===== config.mk =====
export PLATFORM = sky130hd
export DESIGN_NAME = forward_hazard_unit
export DESIGN_NICKNAME = d
export VERILOG_FILES = /design/src/rtl/forward_hazard_unit.sv
export SDC_FILE = /design/constraint.sdc
export NUM_CORES = 1
export LEC_CHECK = 0
export CORE_MARGIN = 2
export CORE_UTILIZATION = 30
export CTS_BUF_LIST = sky130_fd_sc_hd__clkbuf_2
export DETAILED_ROUTE_END_ITERATION = 7
export PLACE_DENSITY_LB_ADDON = 0.25
export SLEW_MARGIN = 40
export SYNTH_ARGS = -nofsm -noshare
export SYNTH_HDL_FRONTEND = slang
export SYNTH_SLANG_ARGS = --single-unit

===== constraint.sdc =====
create_clock -name CLK -period 4.5 [get_ports CLK]
set_input_delay 0.9 -clock CLK [delete_from_list [all_inputs] [get_ports CLK]]
set_output_delay 0.9 -clock CLK [all_outputs]
set_load 0.03 [all_outputs]

===== src/rtl/forward_hazard_unit.sv =====
// Forwarding-select and load-use hazard unit for the five-stage pipeline.
// Forwarding selects are registered for EX; stall/bubble controls are same-cycle.
module forward_hazard_unit #(
    parameter int NUM_SRC  = 2,
    parameter int AW       = 5,
    parameter int LU_STALL = 1,
    parameter int ZERO_REG = 1,
    parameter int CNT_W    = 16
) (
    input  logic                   CLK,
    input  logic                   RST,
    input  logic [NUM_SRC*AW-1:0]  RS_ID,
    input  logic [NUM_SRC-1:0]     USE_ID,
    input  logic                   VALID_ID,
    input  logic [AW-1:0]          RD_EX,
    input  logic                   WE_EX,
    input  logic                   LD_EX,
    input  logic [AW-1:0]          RD_MEM,
    input  logic                   WE_MEM,
    input  logic                   HOLD,
    output logic [2*NUM_SRC-1:0]   sFOR,
    output logic                   STALL_ID,
    output logic                   BUBBLE_EX,
    output logic [CNT_W-1:0]       LU_CNT
);

    localparam logic [1:0]       SEL_MEM   = 2'b10;
    localparam logic [1:0]       SEL_WB    = 2'b01;
    localparam logic [1:0]       SEL_RF    = 2'b00;
    localparam logic [1:0]       LU_INIT   = 2'(LU_STALL - 1);
    localparam bit               ZERO_HARD = (ZERO_REG != 0);
    localparam logic [CNT_W-1:0] CNT_MAX   = {CNT_W{1'b1}};
    localparam logic [CNT_W-1:0] CNT_ONE   = {{(CNT_W-1){1'b0}}, 1'b1};

    typedef enum logic [0:0] {
        ST_IDLE = 1'b0,
        ST_WAIT = 1'b1
    } state_t;

    state_t                 state_r;
    state_t                 state_nxt_s;
    logic [1:0]             cnt_r;
    logic [1:0]             cnt_nxt_s;
    logic [NUM_SRC-1:0]     m_ex_s;
    logic [NUM_SRC-1:0]     m_mem_s;
    logic [2*NUM_SRC-1:0]   sel_nxt_s;
    logic [2*NUM_SRC-1:0]   for_r;
    logic [CNT_W-1:0]       lu_cnt_r;
    logic                   lu_s;
    logic                   stall_s;

    // Per-slot producer matching and next forwarding select (EX producer is youngest, so it wins)
    always_comb begin
        m_ex_s    = {NUM_SRC{1'b0}};
        m_mem_s   = {NUM_SRC{1'b0}};
        sel_nxt_s = {(2*NUM_SRC){1'b0}};
        for (int i = 0; i < NUM_SRC; i++) begin
            if (VALID_ID && USE_ID[i] &&
                ((RS_ID[i*AW +: AW] != {AW{1'b0}}) || !ZERO_HARD)) begin
                m_ex_s[i]  = WE_EX  && (RD_EX  == RS_ID[i*AW +: AW]);
                m_mem_s[i] = WE_MEM && (RD_MEM == RS_ID[i*AW +: AW]);
            end else begin
                m_ex_s[i]  = 1'b0;
                m_mem_s[i] = 1'b0;
            end
            if (m_ex_s[i]) begin
                sel_nxt_s[2*i +: 2] = SEL_MEM;
            end else if (m_mem_s[i]) begin
                sel_nxt_s[2*i +: 2] = SEL_WB;
            end else begin
                sel_nxt_s[2*i +: 2] = SEL_RF;
            end
        end
    end

    assign lu_s = LD_EX && (|m_ex_s);

    // State and remaining-stall counter register
    always_ff @(posedge CLK) begin
        if (RST) begin
            state_r <= ST_IDLE;
            cnt_r   <= 2'd0;
        end else begin
            state_r <= state_nxt_s;
            cnt_r   <= cnt_nxt_s;
        end
    end

    // Next-state logic; HOLD freezes both state and counter
    always_comb begin
        state_nxt_s = state_r;
        cnt_nxt_s   = cnt_r;
        case (state_r)
            ST_IDLE: begin
                if (lu_s && !HOLD && (LU_STALL > 1)) begin
                    state_nxt_s = ST_WAIT;
                    cnt_nxt_s   = LU_INIT;
                end else begin
                    state_nxt_s = ST_IDLE;
                end
            end
            ST_WAIT: begin
                if (!HOLD) begin
                    cnt_nxt_s = cnt_r - 2'd1;
                    if (cnt_r == 2'd1) begin
                        state_nxt_s = ST_IDLE;
                    end else begin
                        state_nxt_s = ST_WAIT;
                    end
                end else begin
                    state_nxt_s = ST_WAIT;
                end
            end
            default: begin
                state_nxt_s = ST_IDLE;
                cnt_nxt_s   = 2'd0;
            end
        endcase
    end

    // Stall/bubble outputs, forced low under reset or external freeze
    always_comb begin
        stall_s = 1'b0;
        if (RST || HOLD) begin
            stall_s = 1'b0;
        end else begin
            case (state_r)
                ST_IDLE: stall_s = lu_s;
                ST_WAIT: stall_s = 1'b1;
                default: stall_s = 1'b0;
            endcase
        end
    end

    assign STALL_ID  = stall_s;
    assign BUBBLE_EX = stall_s;

    // Forwarding select register: zeroed when a bubble enters EX
    always_ff @(posedge CLK) begin
        if (RST) begin
            for_r <= {(2*NUM_SRC){1'b0}};
        end else if (HOLD) begin
            for_r <= for_r;
        end else if (stall_s) begin
            for_r <= {(2*NUM_SRC){1'b0}};
        end else begin
            for_r <= sel_nxt_s;
        end
    end

    // Saturating count of load-use sequences, one per IDLE-state hazard
    always_ff @(posedge CLK) begin
        if (RST) begin
            lu_cnt_r <= {CNT_W{1'b0}};
        end else if (!HOLD && (state_r == ST_IDLE) && lu_s && (lu_cnt_r != CNT_MAX)) begin
            lu_cnt_r <= lu_cnt_r + CNT_ONE;
        end else begin
            lu_cnt_r <= lu_cnt_r;
        end
    end

    assign sFOR   = for_r;
    assign LU_CNT = lu_cnt_r;

endmodule

==> run summary, run 1 <==
Synthesized net count: 199
Worst setup SP type: primary input
Clock root buffer: clkbuf_2
Post-synthesis mux area share: 2.27%
Clk sinks: 23
Total CTS buffers: 3
Row cnt: 25
Starting Density: 30.7%
Worst setup path class: primary input to output pin
R2R setup slack: 2.39 ns
WL/cell: 13.6 µm
GP Congestion: 0.912
Synth Area in Simple Gates: 29.2%
Setup ws final: 0.330 ns
CTS tree: yes
# port buffers: 50
Setup bufs post-CTS: 0
Top post-synthesis cells by count: dfxtp_1, nor2_1, a21oi_1
Filler cells: 465
CP arrival: 3.27 ns
Distinct cells, synth: 46
Min-Delay Path Class: flop to flop
Crit end category: output pin
Total die area: 5340 µm²
Final hold vios: 0
Critical Path RT: 3.60 ns
Worst VDD drop: 131 µV
Slew HR: 68.6%
DP Worst Slack: 0.317 ns
Placed Instances: 268
Synth Register Bits: 23
FF+latch area: 460 µm²
Worst-margin pin slew: 0.468 ns
Clock transition at path regs: 0.23 ns
Worst R2R Path Depth: 7
Max cap viols: 0
Setup TNS: 0 ns
Area leader, netlist: dfxtp_1
Starting DRT DRC Count: 67
Die Wd: 73.1 µm
Number of endpoints failing setup at the final stage: 0
Max Fanout on Critical Path: 7
Share of cells above drive strength 1: 6.88%
Top_reg_cell synth: dfxtp_1
Synth Area in Compound Gates: 17.8%
Register area share after synthesis: 32.1%
Xor and xnor fraction of the mapped netlist area: 13.4%
Syn avg cell area: 8.53 µm²
Antenna cells: 0
Final period util: 92.7%
DRC viols: 0
GRT Resource Usage Total: 14.0%
Post-synth ARST share: 0%
Via Count: 1400
CTS Hold Buffers Added: 0
Synthesized instance count: 168
Post-route antenna net violation count: 0
Leakage: 0.678 nW
Worst Setup SP: RS_ID[1]
F_max: 240 MHz
RSZ-0062 raised after global routing: false
Post-layout nets: 250
Largest family of logic cells by synthesized area: simple AND/OR/NAND/NOR gates
Post-synthesis adder-cell area fraction: 1.75%
Final core utilization: 43.0%
Multi-input gate area: 923 µm²
Final Non-Filler Cells: 272
Core area: 4660 µm²
Clock Latency Late Sink: 0.34 ns
EDFF count, synth: 0
Pwr Density: 180 nW/µm²
Pin count of the biggest net entering global routing: 28
Antenna violations before repair: 0
Total grt overflow: 0
Skew final: 0.00622 ns
Worst Setup EP: BUBBLE_EX
Launching point of the worst reg2reg path: LU_CNT[0]
Synth top area cells: dfxtp_1, xnor2_1, xor2_1, a21oi_1, nor2_1
Vias in the first global route: 1251
Reg2reg end: LU_CNT[8]
Synth warnings: 0
Min Tclk post-route: 4.17 ns
Synthesized cell area: 1430 µm²
Io pins: 51
Dpl hpwl: 2.93 mm
Outcome: finished clean
DRT Wirelength: 3.70 mm
Clock Tree Buf Depth: 2
Top-area cell type share of the netlist area: 32.1%
Vias per std cell: 5.15
Minimum hold slack: 0.511 ns
H-tree levels: 1
Post_cts resized: 0
P&R area growth vs syn: 39.9%
Count leader, synth: dfxtp_1
Die H: 73.1 µm
Global-route wire length before repair: 5.84 mm
Max Slew Vio Count: 0
Drt pass-1 iters: 4
sequential cells by signal, indices dropped and copies added, names as in the netlist:
name     cells
sFOR         4
state_r      1
LU_CNT      16
cnt_r        2
power breakdown:
part	total, mW	internal, mW	switching [mW]
Clock	0.0890	0.0206	0.0683
Combinational	0.0673	0.0367	0.0307
Sequential	0.204	0.204	0.0000683
routing by layer:
metal	share of wire (%)	wire length (µm)	vias to the layer above	GRT usage, %
met5	0	0	-	0
met4	1.8	68	0	3.70
met3	3.7	136	6	3.31
met2	45	1660	29	21.7
met1	50	1830	650	19.5
li1	-	-	715	-
metrics by stage:
step | total power [mW] | cell area (µm²)
detailed placement | 0.276 | 1980
global route | 0.380 | 2000
finish | 0.361 | 2000
floorplan | 0.238 | 1430
global placement | 0.276 | 1980
CTS | 0.367 | 2000
critical path, cell delays in order:
cell and delay (ns):
clkdlybuf4s50_1 0.46, or4_1 0.53, o211ai_1 0.23, nand4b_4 0.23
nand2_1 0.09, a21oi_1 0.14, nor3_1 0.07, clkdlybuf4s50_1 0.61
layout by cell type (no fill, tap or decap), drive strengths merged, types with 2 or more instances in the layout:
cell type and instances:
a21oi 16, a31o 2, and3 2, buf 2, clkbuf 3, clkdlybuf4s50 50
dfxtp 23, ha 2, inv 4, mux2 2, nand2 9, nand2b 3
nand3 8, nand4 4, nand4b 2, nor2 17, nor2b 3, nor3 3
nor4 8, o211ai 2, o21ai 4, o31ai 3, or3 4, or4 5
xnor2 12, xor2 10
worst min-delay path by stage:
stage / from / end / slack, ns / depth (start not counted)
floorplan: state_r / state_r / 0.48 / 2
CTS: LU_CNT[6] / LU_CNT[6] / 0.52 / 2
global placement: sFOR[2] / sFOR[2] / 0.48 / 2
global route: LU_CNT[6] / LU_CNT[6] / 0.54 / 2
detailed placement: sFOR[1] / sFOR[1] / 0.49 / 2
finish: LU_CNT[6] / LU_CNT[6] / 0.51 / 2
cell type report:
class / instances / share of cell area [%]
multi-input cells: 135 / 46.1
clock buffers: 3 / 0.749
clock inverters: 1 / 0.375
inverters: 4 / 0.749
flip-flops and latches: 23 / 23.0
repair buffers: 52 / 25.7
well taps: 54 / 3.37
cells by family after synthesis:
logic type	after synthesis
xor gates and xnor gates	22
AOI/OAI and AO/OA	38
buffers and inverters	10
adders and majority gates	2
DFF	23
and+or+nand+nor	70
muxes	3
Power figures use the tool's default switching activity.
==> run 2: changes to the inputs <==
- CORE_MARGIN: 2 -> 4
- RECOVER_POWER: default -> 100
==> run summary, run 2 (synthesis results as in run 1) <==
Pin count of the biggest net entering global routing: 28 (unchanged)
Clock Tree Buf Depth: 2 (unchanged)
GP Congestion: 0.869 (was 0.912)
CP arrival: 3.32 ns (was 3.27 ns)
Min-Delay Path Class: flop to flop (unchanged)
Number of endpoints failing setup at the final stage: 0 (unchanged)
Clock Latency Late Sink: 0.33 ns (was 0.34 ns)
Share of cells above drive strength 1: 5.05% (was 6.88%)
Post-layout nets: 250 (unchanged)
Slew HR: 15.7% (was 68.6%)
Met2 usage: 19.5% (was 21.7%)
DRC viols: 0 (unchanged)
Core area: 4470 µm² (was 4660 µm²)
CTS Hold Buffers Added: 0 (unchanged)
Global routing usage on met3: 4.22% (was 3.31%)
H-tree levels: 1 (unchanged)
Total grt overflow: 0 (unchanged)
Clock transition at path regs: 0.22 ns (was 0.23 ns)
Skew final: 0.00694 ns (was 0.00622 ns)
GRT Resource Usage Total: 12.5% (was 14.0%)
Via Count: 1382 (was 1400)
Placed cell areas: 1980 µm² (about the same)
Commonest non-fill, non-tap cell in the layout: clkdlybuf4s50_1 (unchanged)
Post-route cell area: 1980 µm² (was 2000 µm²)
Setup TNS: 0 ns (unchanged)
Final period util: 93.8% (was 92.7%)
Drt pass-1 iters: 5 (was 4)
Worst setup path class: primary input to output pin (unchanged)
Starting Density: 32.0% (was 30.7%)
Hold path depth: 2 (unchanged)
Clock root buffer: clkbuf_2 (unchanged)
Filler cells: 457 (was 465)
Min Tclk post-route: 4.22 ns (was 4.17 ns)
CTS tree: yes (unchanged)
Post-route antenna net violation count: 0 (unchanged)
Die Wd: 77.1 µm (was 73.1 µm)
Io pins: 51 (unchanged)
F_max: 237 MHz (was 240 MHz)
Antenna cells: 0 (unchanged)
Leakage: 0.747 nW (was 0.678 nW)
Total CTS buffers: 3 (unchanged)
GR Util met1: 16.8% (was 19.5%)
Crit end category: output pin (unchanged)
Max cap viols: 0 (unchanged)
WL/cell: 13.8 µm (was 13.6 µm)
Worst R2R Path Depth: 7 (unchanged)
Vias per std cell: 5.12 (was 5.15)
Setup bufs post-CTS: 0 (unchanged)
Worst setup SP type: primary input (unchanged)
Most frequent cells in the layout: clkdlybuf4s50_1, dfxtp_1, dlygate4sd3_1, nor2_1, a21oi_1 (was clkdlybuf4s50_1, dfxtp_1, nor2_1, a21oi_1, xnor2_1)
DRT Wirelength: 3.72 mm (was 3.70 mm)
Total die area: 5950 µm² (was 5340 µm²)
Max Fanout on Critical Path: 3 (was 7)
Row cnt: 24 (was 25)
Starting DRT DRC Count: 49 (was 67)
Dpl hpwl: 2.96 mm (was 2.93 mm)
Worst VDD drop: 107 µV (was 131 µV)
Critical Path RT: 3.60 ns (about the same)
Max FFs per register: 16 (unchanged)
Antenna violations before repair: 0 (unchanged)
Post_cts resized: 0 (unchanged)
Most used routing layer: met2 (unchanged)
Worst-margin pin slew: 1.25 ns (was 0.468 ns)
Pwr Density: 178 nW/µm² (was 180 nW/µm²)
Outcome: finished clean (unchanged)
Final hold vios: 0 (unchanged)
Die H: 77.1 µm (was 73.1 µm)
Global-route wire length before repair: 6.12 mm (was 5.84 mm)
RSZ-0062 raised after global routing: false (unchanged)
# port buffers: 50 (unchanged)
Clk sinks: 23 (unchanged)
Max Slew Vio Count: 0 (unchanged)
P&R area growth vs syn: 38.4% (was 39.9%)
Vias in the first global route: 1258 (was 1251)
-- run 2: through the flow --
step / total power [mW] / hold slack [ns] / utilization (%) / cells / worst slack, ns
after CTS: 0.361 / 0.533 / 44.7 / 270 / 0.319
after detailed placement: 0.275 / 0.492 / 44.2 / 266 / 0.319
after floorplan: 0.238 / 0.478 / - / 168 / 0.872
final: 0.353 / 0.523 / 44.3 / 270 / 0.281
after global routing: 0.374 / 0.568 / 44.3 / 270 / 0.107
after global placement: 0.275 / 0.478 / 44.2 / 266 / 0.348
-- run 2: final cells by class --
class | count | area (µm²) | share of cell area, %
clock buffers | 3 | 15.0 | 0.757
repair buffers | 52 | 512 | 25.8
clock inverters | 1 | 5.00 | 0.252
multi-input cells | 135 | 911 | 45.9
well taps | 52 | 65.1 | 3.28
flip-flops and latches | 23 | 460 | 23.2
inverters | 4 | 15.0 | 0.757
-- run 2: worst max-delay path, stage by stage --
cell and delay (ns):
dlygate4sd3_1 0.61, xor2_1 0.17, nor4_1 0.37, nand4_2 0.15, nand2_1 0.10, a21oi_1 0.07
nor3_1 0.22, clkdlybuf4s50_1 0.74
-- run 2: where the power goes --
| part | switching (mW) | total (mW) | leakage [nW] | internal [mW] |
|---|---|---|---|---|
| Combinational | 0.0293 | 0.0652 | 0.546 | 0.0358 |
| Clock | 0.0630 | 0.0832 | 0.0164 | 0.0202 |
| Sequential | 0.0000599 | 0.204 | 0.185 | 0.204 |
| Total | 0.0924 | 0.353 | 0.747 | 0.260 |
-- run 2: layer usage --
metal  up-vias  part of all wire, %  wire, µm
met5         -                    0         0
met4         0                 0.40        15
met3         2                  5.7       212
met2        35                   48      1770
met1       621                   46      1720
li1        724                    -         -
-- run 2: path summary, 6_finish.rpt --
path | endpoint | slack [ns] | start
setup / recovery | STALL_ID | 0.28 | RS_ID[5]
hold / removal | LU_CNT[6] | 0.52 | LU_CNT[6]
setup reg to reg | LU_CNT[8] | 1.79 | LU_CNT[0]
hold reg to reg | LU_CNT[6] | 0.52 | LU_CNT[6]
==> run 3: changes to the inputs <==
- HOLD_SLACK_MARGIN: default -> 0.15
- SKIP_CTS_REPAIR_TIMING: default -> 1
==> results of run 3 <==
Same layout as run 2: the final DEF is identical, and so are final timing and power.
==> RTL edit (settings of run 2) <==
The parameter `ZERO_REG` goes from 1 to 0.
--- a/src/rtl/forward_hazard_unit.sv
+++ b/src/rtl/forward_hazard_unit.sv
@@ -5,5 +5,5 @@
     parameter int AW       = 5,
     parameter int LU_STALL = 1,
-    parameter int ZERO_REG = 1,
+    parameter int ZERO_REG = 0,
     parameter int CNT_W    = 16
 ) (
Check against the original RTL: not equivalent (a bounded check fails within 4 cycles, from zero or initial values and one cycle with RST high).
==> RTL edit against run 2 <==
Area after synthesis is 0.35% higher. Routed wire length is 4.7% lower. Combinational power fell by 12%. Cell area is 0.63% lower. Critical path type unchanged. Cell count up 2.2%. Total power shrank 1.4%. Sequential cell count stayed put. Clock skew decreased by 2.2 ps. Register-to-register slack better by 610 ps. Worst setup slack gained 340 ps.
==> RTL edit: results (changes against run 2) <==
| Metric | Value |
|---|---|
| DRT met1 WL | 1.682 mm (-2.2%) |
| Total Routing Usage GR | 0.1210 (-0.004032) |
| Worst slack at placement | 763.8 ps (+445.0 ps) |
| WL final | 3.544 mm (-4.7%) |
| Drt first pass iters | 4 (-1) |
| Mux cell area share after synthesis | 0.02524 (+0.002532) |
| Post-synthesis adder-cell area fraction | 0.01741 (-0.00006081) |
| Worst Max-Slew Pin Slew | 709.5 ps (-543.8 ps) |
| XOR/XNOR Fraction of Synth Area | 0.1706 (+0.03609) |
| Placed Cells | 272 (+2.3%) |
| Vias in the first global route | 1,265 (+0.56%) |
| Worst IR Drop VDD | 124.0 uV (+16%) |
| Share of the synthesized area in the top cell type | 0.3203 (-0.001119) |
| Cell variety after synth | 39 (-15%) |
| Total net switching power | 0.08667 mW (-6.2%) |
| Status | completed |
| Layout cells sized above 1 | 0.06250 (+0.01204) |
| WL met2 | 1.670 mm (-5.8%) |
| Fillers | 460 (+0.66%) |
| Post-Syn Instances | 175 (+4.2%) |
| WL met3 | 158 um (-25%) |
| Part of the power in registers | 0.587 (+0.008) |
| Top cells by count, synth | dfxtp_1, nor2_1, xnor2_1, a21oi_1, nand3_1 |
| Via Count | 1,368 (-1.0%) |
| Post-DP HPWL | 2.812 mm (-4.8%) |
| Crit path DAT | 2980 ps (-340 ps) |
| Leakage | 0.7332 nW (-1.9%) |
[RTL edit: path summary, 6_finish.rpt]
check                             endpoint      start  slack (ps)  cells after the start
worst max-delay path              STALL_ID   RS_ID[1]         620                      9
worst min-delay path               sFOR[3]    sFOR[3]         530                      2
worst max register to register  LU_CNT[10]  LU_CNT[0]        2400                      6
worst min register to register     sFOR[3]    sFOR[3]         530                      2
[RTL edit: layer usage]
| metal | vias to the layer above | track usage |
|---|---|---|
| met5 | - | 0 |
| met4 | 0 | 0.02135 |
| met3 | 2 | 0.03864 |
| met2 | 22 | 0.1969 |
| met1 | 619 | 0.1577 |
| li1 | 725 | - |
[RTL edit: cell type report]
class / count / area, sq um / share of cell area
timing repair buffer: 53 / 510.5 / 0.2590
clock buffer: 4 / 20.02 / 0.01016
multi-input combinational: 138 / 892.1 / 0.4527
sequential: 23 / 460.4 / 0.2337
tap: 52 / 65.06 / 0.03302
inverter: 6 / 22.52 / 0.01143
